### src/rtl/load_store_unit_pkg.sv
// Shared definitions for the MEM-stage load/store unit.
//   - lsu_state_e : FSM encodings (IDLE, BUSY)
//   - F3_*        : RV32I funct3 access-size codes for loads and stores
//   - EXC_*       : fault codes reported on exc_code
//   - f3_legal()  : funct3 legality check for a load or a store
package load_store_unit_pkg;

    typedef enum logic {
        IDLE = 1'b0,
        BUSY = 1'b1
    } lsu_state_e;

    localparam logic [2:0] F3_LB  = 3'b000;
    localparam logic [2:0] F3_LH  = 3'b001;
    localparam logic [2:0] F3_LW  = 3'b010;
    localparam logic [2:0] F3_LBU = 3'b100;
    localparam logic [2:0] F3_LHU = 3'b101;
    localparam logic [2:0] F3_SB  = 3'b000;
    localparam logic [2:0] F3_SH  = 3'b001;
    localparam logic [2:0] F3_SW  = 3'b010;

    localparam logic [1:0] EXC_MISALIGN = 2'b01;
    localparam logic [1:0] EXC_ILLEGAL  = 2'b10;
    localparam logic [1:0] EXC_TIMEOUT  = 2'b11;

    function automatic logic f3_legal(input logic is_store, input logic [2:0] f3);
        if (is_store) return f3 inside {F3_SB, F3_SH, F3_SW};
        return f3 inside {F3_LB, F3_LH, F3_LW, F3_LBU, F3_LHU};
    endfunction

endpackage

### src/rtl/lsu_load_align.sv
// Load data alignment: picks the addressed byte/halfword out of the read
// word and sign- or zero-extends it.
//   rdata   : raw 32-bit word from the bus
//   addr_lo : byte offset within the word
//   funct3  : load size/sign code
//   data    : value to write back to rd
module lsu_load_align
    import load_store_unit_pkg::*;
(
    input  logic [31:0] rdata,
    input  logic [1:0]  addr_lo,
    input  logic [2:0]  funct3,
    output logic [31:0] data
);

    logic [31:0] shifted;

    assign shifted = rdata >> {addr_lo, 3'b000};

    always_comb begin
        data = rdata;
        case (funct3)
            F3_LB:   data = {{24{shifted[7]}}, shifted[7:0]};
            F3_LH:   data = {{16{shifted[15]}}, shifted[15:0]};
            F3_LBU:  data = {24'b0, shifted[7:0]};
            F3_LHU:  data = {16'b0, shifted[15:0]};
            default: data = rdata;
        endcase
    end

endmodule

### src/rtl/load_store_unit.sv
// MEM stage of the RV32I pipeline. Runs loads/stores over a req/ack data
// bus, aligns load data, stalls upstream while a bus access is in flight and
// reports misaligned, illegal and timed-out accesses.
//   ex_*  : EX/MEM slot (valid, read/write, funct3, address/result, store
//           data, rd, reg_write)
//   stall : upstream must hold while high
//   mem_* : data bus (req, we, word address, lane data, strobes, ack, rdata)
//   wb_*  : MEM/WB payload, wb_valid is a one-cycle pulse
//   exc_* : fault pulse coincident with wb_valid, plus fault code
module load_store_unit
    import load_store_unit_pkg::*;
#(
    parameter int TIMEOUT_CYCLES = 16
) (
    input  logic        clk,
    input  logic        reset,
    input  logic        ex_valid,
    input  logic        ex_mem_read,
    input  logic        ex_mem_write,
    input  logic [2:0]  ex_funct3,
    input  logic [31:0] ex_alu_out,
    input  logic [31:0] ex_store_data,
    input  logic [4:0]  ex_rd,
    input  logic        ex_reg_write,
    output logic        stall,
    output logic        mem_req,
    output logic        mem_we,
    output logic [31:0] mem_addr,
    output logic [31:0] mem_wdata,
    output logic [3:0]  mem_wstrb,
    input  logic        mem_ack,
    input  logic [31:0] mem_rdata,
    output logic        wb_valid,
    output logic [4:0]  wb_rd,
    output logic        wb_reg_write,
    output logic [31:0] wb_data,
    output logic        exc_valid,
    output logic [1:0]  exc_code
);

    localparam logic [4:0] TO_LAST = 5'(TIMEOUT_CYCLES - 1);

    lsu_state_e  state_q, state_d;
    logic [4:0]  tcnt_q;
    logic        lat_read, lat_reg_write;
    logic [4:0]  lat_rd;
    logic [2:0]  lat_f3;
    logic [1:0]  lat_lo;

    logic        accept, is_mem, illegal, misalign, timeout;
    logic [31:0] st_wdata, ld_data;
    logic [3:0]  st_wstrb;

    assign stall    = (state_q == BUSY);
    assign accept   = ex_valid && !stall;
    assign is_mem   = ex_mem_read || ex_mem_write;
    // Read+write together is never a real instruction; call it illegal.
    assign illegal  = (ex_mem_read && ex_mem_write) || !f3_legal(ex_mem_write, ex_funct3);
    // Only meaningful once funct3 is known legal; SH shares LH's code.
    assign misalign = ((ex_funct3 == F3_LH || ex_funct3 == F3_LHU) && ex_alu_out[0]) ||
                      (ex_funct3 == F3_LW && ex_alu_out[1:0] != 2'b00);
    // Ack in the last allowed cycle still completes the access.
    assign timeout  = (state_q == BUSY) && !mem_ack && (tcnt_q == TO_LAST);

    always_comb begin
        st_wdata = ex_store_data;
        st_wstrb = 4'b0000;
        if (ex_mem_write) begin
            case (ex_funct3)
                F3_SB: begin
                    st_wdata = {4{ex_store_data[7:0]}};
                    st_wstrb = 4'b0001 << ex_alu_out[1:0];
                end
                F3_SH: begin
                    st_wdata = {2{ex_store_data[15:0]}};
                    st_wstrb = 4'b0011 << ex_alu_out[1:0];
                end
                default: st_wstrb = 4'b1111;
            endcase
        end
    end

    lsu_load_align u_align (
        .rdata   (mem_rdata),
        .addr_lo (lat_lo),
        .funct3  (lat_f3),
        .data    (ld_data)
    );

    always_comb begin
        state_d = state_q;
        case (state_q)
            IDLE: if (accept && is_mem && !illegal && !misalign) state_d = BUSY;
            BUSY: if (mem_ack || timeout) state_d = IDLE;
            default: state_d = IDLE;
        endcase
    end

    always_ff @(posedge clk) begin
        if (reset) state_q <= IDLE;
        else       state_q <= state_d;
    end

    always_ff @(posedge clk) begin
        if (reset) begin
            mem_req       <= 1'b0;
            mem_we        <= 1'b0;
            mem_addr      <= '0;
            mem_wdata     <= '0;
            mem_wstrb     <= '0;
            wb_valid      <= 1'b0;
            wb_rd         <= '0;
            wb_reg_write  <= 1'b0;
            wb_data       <= '0;
            exc_valid     <= 1'b0;
            exc_code      <= '0;
            tcnt_q        <= '0;
            lat_read      <= 1'b0;
            lat_reg_write <= 1'b0;
            lat_rd        <= '0;
            lat_f3        <= '0;
            lat_lo        <= '0;
        end else begin
            wb_valid  <= 1'b0;
            exc_valid <= 1'b0;
            if (accept) begin
                if (!is_mem) begin
                    wb_valid     <= 1'b1;
                    wb_rd        <= ex_rd;
                    wb_reg_write <= ex_reg_write;
                    wb_data      <= ex_alu_out;
                end else if (illegal || misalign) begin
                    wb_valid     <= 1'b1;
                    wb_rd        <= ex_rd;
                    wb_reg_write <= 1'b0;
                    exc_valid    <= 1'b1;
                    exc_code     <= illegal ? EXC_ILLEGAL : EXC_MISALIGN;
                end else begin
                    mem_req       <= 1'b1;
                    mem_we        <= ex_mem_write;
                    mem_addr      <= {ex_alu_out[31:2], 2'b00};
                    mem_wdata     <= st_wdata;
                    mem_wstrb     <= st_wstrb;
                    tcnt_q        <= '0;
                    lat_read      <= ex_mem_read;
                    lat_reg_write <= ex_reg_write;
                    lat_rd        <= ex_rd;
                    lat_f3        <= ex_funct3;
                    lat_lo        <= ex_alu_out[1:0];
                end
            end else if (state_q == BUSY) begin
                if (mem_ack) begin
                    mem_req      <= 1'b0;
                    wb_valid     <= 1'b1;
                    wb_rd        <= lat_rd;
                    wb_reg_write <= lat_read && lat_reg_write;
                    if (lat_read) wb_data <= ld_data;
                end else if (timeout) begin
                    mem_req      <= 1'b0;
                    wb_valid     <= 1'b1;
                    wb_rd        <= lat_rd;
                    wb_reg_write <= 1'b0;
                    exc_valid    <= 1'b1;
                    exc_code     <= EXC_TIMEOUT;
                end else begin
                    tcnt_q <= tcnt_q + 5'd1;
                end
            end
        end
    end

endmodule

### config.mk
export PLATFORM = sky130hd
export DESIGN_NAME = load_store_unit
export DESIGN_NICKNAME = d
export VERILOG_FILES = /design/src/rtl/load_store_unit_pkg.sv /design/src/rtl/lsu_load_align.sv /design/src/rtl/load_store_unit.sv
export SDC_FILE = /design/constraint.sdc
export NUM_CORES = 1
export LEC_CHECK = 0
export CAP_MARGIN = 20
export CORE_MARGIN = 8
export CORE_UTILIZATION = 48
export CTS_BUF_LIST = sky130_fd_sc_hd__clkbuf_2 sky130_fd_sc_hd__clkbuf_4 sky130_fd_sc_hd__clkbuf_8
export CTS_CLUSTER_SIZE = 14
export DETAILED_ROUTE_END_ITERATION = 8
export PLACE_DENSITY_LB_ADDON = 0.2
export SETUP_SLACK_MARGIN = 0.5
export SYNTH_ARGS = -nofsm -noshare
export SYNTH_HDL_FRONTEND = slang
export SYNTH_HIERARCHICAL = 1
export SYNTH_SLANG_ARGS = --single-unit
export TNS_END_PERCENT = 5
### constraint.sdc
create_clock -name clk -period 2.25 [get_ports clk]
set_clock_uncertainty 0.05 [all_clocks]
set_input_delay 0.225 -clock clk [delete_from_list [all_inputs] [get_ports clk]]
set_output_delay 0.225 -clock clk [all_outputs]
set_load 0.05 [all_outputs]
After elaboration in Yosys (flattened, before gate mapping)
Index checks and enable logic that the tools add are counted.
{"block": "classes", "reduce_logical": 37, "add_sub_neg": 1, "n_shift": 3, "n_eq_ne": 15, "bitwise": 2, "n_mux": 56}
{"op": "two-way mux 32 bit", "count": 6}
{"op": "one-hot mux 32 bit (4 select lines)", "count": 1}
{"op": "one-hot mux 32 bit (2 select lines)", "count": 1}
{"op": "two-way mux 5 bit", "count": 12}
{"op": ">> shifter 32 x 5 -> 16 bit", "count": 1}
{"op": "two-way mux 1 bit", "count": 26}
{"op": "two-way mux 2 bit", "count": 7}
{"op": "equality test 3 bit (second input constant)", "count": 4}
{"op": "logical AND 1 bit", "count": 10}
{"op": "AND reduction 5 bit", "count": 2}
{"op": "nonzero test 2 bit", "count": 5}
{"op": "one-hot mux 4 bit (2 select lines)", "count": 1}
{"op": "AND reduction 4 bit", "count": 2}
{"op": "equality test 3 x 1 -> 1 bit (second input constant)", "count": 2}
{"op": "logical NOT 3 bit", "count": 2}
{"op": "logical OR 1 bit", "count": 6}
{"op": "inequality test 2 x 1 -> 1 bit (second input constant)", "count": 3}
{"op": "inequality test 2 bit (second input constant)", "count": 3}
{"op": "AND reduction 3 bit", "count": 2}
{"op": "nonzero test 3 bit", "count": 2}
{"op": "adder 5 x 1 -> 5 bit (second input constant)", "count": 1}
{"op": "equality test 5 x 4 -> 1 bit (second input constant)", "count": 1}
{"op": "logical NOT 1 bit", "count": 5}
{"op": "nonzero test 5 bit", "count": 1}
{"op": "7 further kinds", "count": 8}
{"block": "totals", "register_bits": 128, "wordCells": 132}

Logic depth before layout (Yosys ltp)
Gate-level depths: netlist (run 1).
{"block": "logic_depth", "depth_word": 11, "ltp_mapped": 7, "depth_no_buf": 7}

Modules after synthesis
Netlist (run 1), hierarchy kept.
{"mod": "load_store_unit", "area_per_inst_um2": 5998.3, "cells_per_inst": 665, "seq_area_each_um2": 2562.5, "instances": 1}
{"mod": "lsu_load_align", "area_per_inst_um2": 721.9, "cells_per_inst": 107, "seq_area_each_um2": 0.0, "instances": 1}

Least setup slack after synthesis (run 1)
OpenSTA, ideal clock, no wires.
{"block": "synth_path", "path_kind": "reg-to-reg", "from": "reg state_q, in the netlist stall", "to": "reg exc_code[0]", "required_ns": 2.109, "synth_period_minus_slack_ns": 1.959, "arrival_time_ns": 1.818, "stages_incl_launch_ff": 8, "slack_ns": 0.291, "setup_time_ns": 0.091, "path_cell_list": "dfxtp_1 nand2b_1 buf_2 nor2_2 buf_2 buf_2 o21ai_1 a311oi_1"}
{"block": "synth_via", "elab_chain_cells": 4, "word_cells_on_any_way": 11}
{"item": "start: declaration", "line": "load_store_unit.sv:43", "text": "lsu_state_e state_q, state_d;"}
{"item": "start signal: assignment", "line": "load_store_unit.sv:101", "text": "else state_q <= state_d;"}
{"item": "logical NOT 1 bit / logical AND 1 bit (equally long branches)", "line": "load_store_unit.sv:55, load_store_unit.sv:63"}
{"item": "logical AND 1 bit (on tied branches)", "line": "load_store_unit.sv:55, load_store_unit.sv:63"}
{"item": "inequality test 2 x 1 -> 1 bit (no line) / nonzero test 2 bit (equally long branches)"}
{"item": "AND reduction 5 bit (no line)"}
{"item": "end signal: assignment", "line": "load_store_unit.sv:137", "text": "exc_code <= illegal ? EXC_ILLEGAL : EXC_MISALIGN;"}
{"item": "end: declaration", "line": "load_store_unit.sv:38", "text": "output logic [1:0] exc_code"}
Parallel ways exist; a longest one is shown, timed or not.
A chain may end at the register's enable or synchronous reset.

Worst setup path in the final report (run 1)
{"block": "layout_path", "from": "reg lat_lo[0]", "to": "reg wb_data[8]"}
{"block": "layout_via", "elab_chain_cells": 6}
{"item": "start: declaration", "line": "load_store_unit.sv:48", "text": "logic [1:0] lat_lo;"}
{"item": "start signal: assignment", "line": "load_store_unit.sv:149", "text": "lat_lo <= ex_alu_out[1:0];"}
{"item": ">> shifter 32 x 5 -> 16 bit", "line": "lsu_load_align.sv:18", "text": "assign shifted = rdata >> {addr_lo, 3'b000};"}
{"item": "one-hot mux 32 bit (4 select lines)", "line": "lsu_load_align.sv:22", "text": "case (funct3)"}
{"item": "named net ld_data[8]", "line": "load_store_unit.sv:51", "text": "logic [31:0] st_wdata, ld_data;"}
{"item": "two-way mux 32 bit", "line": "load_store_unit.sv:157", "text": "if (lat_read) wb_data <= ld_data;"}
{"item": "two-way mux 32 bit", "line": "load_store_unit.sv:152", "text": "if (mem_ack) begin"}
{"item": "two-way mux 32 bit", "line": "load_store_unit.sv:151", "text": "end else if (state_q == BUSY) begin"}
{"item": "two-way mux 32 bit", "line": "load_store_unit.sv:126", "text": "if (accept) begin"}
{"item": "end signal: assignment", "line": "load_store_unit.sv:131", "text": "wb_data <= ex_alu_out;"}
{"item": "end signal: assignment", "line": "load_store_unit.sv:157"}
{"item": "end: declaration", "line": "load_store_unit.sv:36", "text": "output logic [31:0] wb_data,"}
The timed path passes the listed nets, and every way through them passes these cells. The select of a mux whose other input is x is not followed.

==> flow_summary.yaml, run 1 <==
critical_path:
  startpoint_type: "flip-flop"
  critPathKind: "reg2reg"
  end_kind: "flip-flop"
  cp_data_arrival_time_ns: 2.27
  crit_required_ns: 2.55
  path_max_fanout: 7
place:
  placed_area_mm2: 0.00922
  dp_hpwl_um: 16800
  numPortBuffers: 221
  post-place-ws_ns: 0.0657
  gpl.final_weighted_congestion: 0.944
clock_network:
  clk_latency_ns: 0.44
  clock_path_buffers: 2
  root_buffer: "clkbuf_8"
  numCtsBuffers: 17
  cts_tree: "built"
  clkSinkCount: 128
  cts.reportedPaths.clkPinSlew_ns: 0.07
  htreeDepth: 4
  hold_buffers: 0
power_and_ir_drop:
  p_leak_nw: 3.55
  power_frac_comb_pct: 25.7
  total_power_mw: 6.07
  p_sw_share_pct: 31.7
  vdd_ir_drop_max_mv: 0.369
  pwr-share-seq_pct: 40.1
  clkPwrFrac_pct: 34.1
  switching_power_mw: 1.92
  power.density_mw_per_mm2: 618
  internal_power_mw: 4.15
timing:
  setup-violations-final: 0
  fmax_ghz: 0.508
  finalSetupTns_ns: 0
  hold_violations: 0
  min_period_over_period_pct: 87.5
  rsz0062_at_grt: "true"
  max_slew.worst_pin.slew_ns: 0.584
  slew_viol_final: 0
  setup_ws_ns: 0.282
  period_minus_slack_ns: 1.97
  max-slew-margin-rel_pct: 60.9
final_layout:
  layout.area.seq_mm2: 0.00257
  final_util_pct: 71.4
  area_growth_pct: 46.2
  multi_input_area_mm2: 0.00365
  fin_nets: 1092
  drive_above_1_share_pct: 14.1
  design_area_mm2: 0.00983
  nFillCells: 1078
global_routing:
  grt_max_degree: 65
  grt_overflow_total: 0
  antenna_found_initial: 1
  grt_util_all_layers_pct: 24.9
  grt_pass1_wl_um: 35900
  first_global_vias: 6548
synth:
  ys_ff_latch: 128
  syn_inst: 772
  yosys_warnings: 6
  synth_seq_area_share_pct: 38.1
  synthFlopType: "dfxtp_1"
  synth-edff-count: 0
  ys_types: 61
  netlist_area_mm2: 0.00672
  async_flop_share_pct: 0
  avgSynthCellArea_um2: 8.70
routing:
  totalWireLength_um: 23600
  routed_via_density: 5.95
  first_pass_iters: 5
  drt-initial-drc-count: 713
  vias: 6985
  ant_nets: 0
  wl_per_cell_um: 20.1
  drc: 0
floorplan:
  core-area_mm2: 0.0138
  die_y_um: 134
  die_w_um: 134
  die-area_mm2: 0.0180
  std_cell_rows: 43
  num_io_pins: 224
  start_util_pct: 48.8
status:
  status: "finished clean"
run:
  cap_violations: 0
min_path:
  hold_path_class: "in2reg"
[path summary, 6_finish.rpt]
| path | slack, ns | cells after the start | endpoint | start |
|---|---|---|---|---|
| max | 0.28 | 6 | wb_data[8] | lat_lo[0] |
| min | 0.09 | 2 | lat_f3[2] | ex_funct3[2] |
| max reg2reg | 0.28 | 6 | wb_data[8] | lat_lo[0] |
| min reg2reg | 0.41 | 2 | mem_wdata[13] | mem_wdata[13] |
[flip-flops by register name, summed over array words and instances (netlist names)]
| name | flops |
|---|---|
| mem_req | 1 |
| mem_we | 1 |
| mem_wstrb | 4 |
| tcnt_q | 5 |
| wb_data | 32 |
| mem_wdata | 32 |
| exc_code | 2 |
| wb_valid | 1 |
| stall | 1 |
| lat_f3 | 3 |
| lat_reg_write | 1 |
| lat_lo | 2 |
| wb_rd | 5 |
| lat_read | 1 |
| exc_valid | 1 |
| mem_addr | 30 |
| wb_reg_write | 1 |
| lat_rd | 5 |
[power groups by stage]
stage	clock network [mW]	logic (mW)	registers (mW)
global placement	0	1.51	2.49
finish	2.07	1.56	2.44
detailed placement	0	1.51	2.49
floorplan	0	0.559	2.81
global route	2.21	1.65	2.45
CTS	2.10	1.53	2.44
[cells in the mapped netlist, types with 2 or more instances]
| cell type | count | area [µm²] |
|---|---|---|
| a211oi_2 | 8 | 100 |
| a21oi_1 | 4 | 20.0 |
| a221oi_1 | 3 | 26.3 |
| a22o_1 | 7 | 61.3 |
| a22oi_1 | 10 | 75.1 |
| a311oi_1 | 83 | 727 |
| a31o_1 | 46 | 403 |
| a31o_2 | 5 | 43.8 |
| a31oi_1 | 13 | 81.3 |
| and3_1 | 3 | 18.8 |
| buf_1 | 4 | 15.0 |
| buf_2 | 9 | 45.0 |
| buf_4 | 5 | 37.5 |
| buf_6 | 11 | 124 |
| clkbuf_1 | 52 | 195 |
| dfxtp_1 | 128 | 2560 |
| ha_1 | 2 | 25.0 |
| inv_1 | 58 | 218 |
| mux2_2 | 6 | 67.6 |
| mux2i_1 | 36 | 360 |
| nand2_1 | 120 | 450 |
| nand3_1 | 3 | 15.0 |
| nand3b_1 | 4 | 30.0 |
| nand4_1 | 9 | 56.3 |
| nor2_1 | 39 | 146 |
| nor2b_1 | 3 | 18.8 |
| nor3_2 | 4 | 40.0 |
| nor3b_2 | 2 | 25.0 |
| o211a_1 | 4 | 40.0 |
| o211ai_1 | 21 | 158 |
| o21a_1 | 2 | 15.0 |
| o21ai_0 | 26 | 130 |
| o21ai_1 | 4 | 20.0 |
| o2bb2ai_1 | 3 | 26.3 |
| o31ai_1 | 8 | 60.1 |
| xor2_1 | 2 | 17.5 |
[worst max-delay path, cell delays in order, from the launching register on]
cell	delay [ns]
dfxtp_4	0.37
mux4_2	0.42
a21oi_2	0.08
buf_6	0.15
o31ai_1	0.33
nand2_1	0.19
a311oi_1	0.30
[layout make-up]
class                           count  share of cell area [%]
Sequential cell                   128                    26.2
Clock buffer                       21                    2.75
Tap cell                          180                    2.29
Antenna cell                        1                  0.0255
Clock inverter                     11                    1.41
Multi-Input combinational cell    505                    37.2
Timing Repair Buffer              268                    27.9
Inverter                           59                    2.29
[metal layers]
layer	routed length [µm]	GRT usage (%)	share of wire [%]	up-vias
met4	587	8.61	2.5	0
li1	-	-	-	3297
met3	2010	6.21	8.5	44
met2	10500	37.1	45	339
met1	10500	34.2	44	3305
met5	0	0	0	-
[per-stage QoR]
stage                     std cells  hold slack (ns)
final                          1173           0.0923
after global routing           1173           0.0999
after CTS                      1168            0.122
after detailed placement       1135            0.404
after global placement         1135            0.396
after floorplan                 773            0.310
[layout by cell type (no fill, tap or decap), drive strengths merged, types with 4 or more instances in the layout]
master	netlist	final
clkinv	0	6
mux2	7	7
mux2i	36	36
a221oi	4	4
dlymetal6s2s	0	4
a311oi	83	83
dfxtp	128	128
a21oi	5	5
a22oi	10	10
o31ai	8	8
nor3	4	4
o211ai	22	22
o211a	4	4
nand3b	4	4
nand3	4	4
o21ai	30	30
nand2	120	120
nor2	40	40
inv	59	58
a22o	7	7
buf	29	46
clkdlybuf4s50	0	215
a31o	51	51
nand4	9	9
a211oi	9	9
a31oi	14	14
clkbuf	52	23
[kinds of logic (layout without fill, tap and decap cells)]
group / after synthesis / after routing / share of synthesized area [%]
buf+inv: 140 / 359 / 9.50
mux: 44 / 44 / 6.93
xor+xnor: 3 / 3 / 0.391
other cells: 1 / 3 / 0.0558
simple gates: 194 / 194 / 12.8
flops: 128 / 128 / 38.1
compound gates: 260 / 260 / 31.8
fa+ha+maj: 2 / 2 / 0.372
[repair_timing]
action / CTS / global route
cloned: 0 / 2
buffers inserted: 1 / 2
pin swaps: 2 / 6
setup endpoints to repair: 168 / 227
resized for setup: 13 / 20
No activity file was read; power rests on OpenSTA's default activity.
==> run 2: changes to the inputs <==
==> constraint.sdc (replaced) <==
create_clock -name clk -period 2.25 [get_ports clk]
set_clock_uncertainty 0.05 [all_clocks]
set_input_delay 0.675 -clock clk [delete_from_list [all_inputs] [get_ports clk]]
set_output_delay 0.675 -clock clk [all_outputs]
set_load 0.05 [all_outputs]
==> run 2 against run 1 <==
Compared with the run above: final area up 7.5%; final cell count up 6.5%; worst setup slack better by 0.10 ns.
==> flow_summary.yaml, run 2 (same netlist as run 1, synthesis figures left out) <==
status:
  status: "finished clean"
place:
  dp_hpwl_um: 17600
  numPortBuffers: 221
  gpl.final_weighted_congestion: 1.02
timing:
  fin_hold_ws_ns: 0.409
  min_period_over_period_pct: 82.9
  rsz0062_at_grt: "true"
  hold_violations: 0
  finalSetupTns_ns: 0
  fmax_ghz: 0.536
  max_slew.worst_pin.slew_ns: 0.617
  slew_viol_final: 0
  setup-violations-final: 0
  max-slew-margin-rel_pct: 58.9
  period_minus_slack_ns: 1.86
min_path:
  hold_path_class: "reg2reg"
floorplan:
  core-area_mm2: 0.0138
  die-area_mm2: 0.0180
  std_cell_rows: 43
  die_y_um: 134
  start_util_pct: 48.8
  die_w_um: 134
  num_io_pins: 224
routing:
  drt-initial-drc-count: 796
  ant_nets: 0
  wl_per_cell_um: 21.1
  vias: 7553
  totalWireLength_um: 26400
  routed_via_density: 6.05
  first_pass_iters: 5
  drc: 0
critical_path:
  startpoint_type: "flip-flop"
  cp_data_arrival_time_ns: 2.13
  crit_required_ns: 2.51
  critPathKind: "reg2reg"
  path_max_fanout: 8
  end_kind: "flip-flop"
final_layout:
  fin_nets: 1167
  final_util_pct: 76.7
  final_common_cell: "buf_4"
  final_cell_mix: "buf_4, dfxtp_1, nand2_1"
  drive_above_1_share_pct: 35.2
  area_growth_pct: 57.3
  reg_top3: "mem_wdata (32), wb_data (32), mem_addr (30)"
clock_network:
  root_buffer: "clkbuf_8"
  htreeDepth: 4
  cts.reportedPaths.clkPinSlew_ns: 0.08
  numCtsBuffers: 17
  clock_path_buffers: 2
  cts_tree: "built"
  clkSinkCount: 128
  clk_latency_ns: 0.45
power_and_ir_drop:
  p_leak_nw: 4.26
  power.density_mw_per_mm2: 594
  vdd_ir_drop_max_mv: 0.330
  total_power_mw: 6.28
global_routing:
  grt_pass1_wl_um: 39900
  grt_max_degree: 54
  grt_util_all_layers_pct: 27.6
  first_global_vias: 7357
  antenna_found_initial: 2
  grt_overflow_total: 0
run:
  cap_violations: 0
==> run 2: cell types whose count changed in the layout (fill, tap and decap cells not counted), sizes merged, moves of 3 or more <==
cell           change
buf              +185
bufbuf             +3
clkbuf             +6
clkdlybuf4s15      +4
clkdlybuf4s50    -118
dlymetal6s2s       -3
==> run 2: per-layer routing <==
metal / GRT usage [%] / vias up / part of all wire [%] / wire length, µm
met5: 0 / - / 0 / 0
met4: 12.0 / 0 / 3.2 / 835
met3: 7.97 / 65 / 9.4 / 2470
met2: 44.9 / 390 / 48 / 12800
met1: 33.1 / 3644 / 39 / 10300
li1: - / 3454 / - / -
==> run 2: final cells by class <==
| type | count | area, µm² |
|---|---|---|
| multi-input cells | 505 | 3950 |
| fillers | 993 | 3210 |
| repair buffers | 343 | 3180 |
| flip-flops and latches | 128 | 2580 |
| clock buffers | 23 | 304 |
| inverters | 59 | 225 |
| well taps | 180 | 225 |
| clock inverters | 9 | 106 |
| diodes | 2 | 5.00 |
==> run 2: power by group <==
group          switching, mW  internal [mW]  leakage, nW
registers             0.0690           2.37         1.05
logic                   1.04          0.734         3.01
clock network          0.947           1.12        0.205
==> run 2: worst max-delay path, cell delays in order, from the launching register on <==
cell and delay [ns]:
dfxtp_4 0.38, mux4_2 0.57, o211ai_4 0.28, clkbuf_16 0.21, o21ai_1 0.06, nand2_1 0.08
a311oi_2 0.10
==> run 2: final timing paths <==
kind                 startpoint             to  slack [ns]  cells past startpoint
hold / removal    mem_wdata[24]  mem_wdata[24]        0.41                      2
setup reg to reg      lat_lo[0]    wb_data[26]        0.39                      6
setup / recovery      lat_lo[0]    wb_data[26]        0.39                      6
hold reg to reg   mem_wdata[24]  mem_wdata[24]        0.41                      2
==> run 2: timing repair <==
action,in CTS,in global routing
setup endpoints to repair,205,233
buffers inserted,16,9
pin swaps,17,30
endpoints found under the hold margin,0,0
resized for setup,438,50
cloned,10,1
hold buffers,0,0
==> run 2: stage by stage <==
stage	instances	worst slack (ns)	cell area, µm²
global placement	1179	-0.476	9430
finish	1249	0.385	10600
CTS	1237	0.414	10300
floorplan	773	0.141	6730
global route	1249	0.354	10600
detailed placement	1179	-0.397	9430
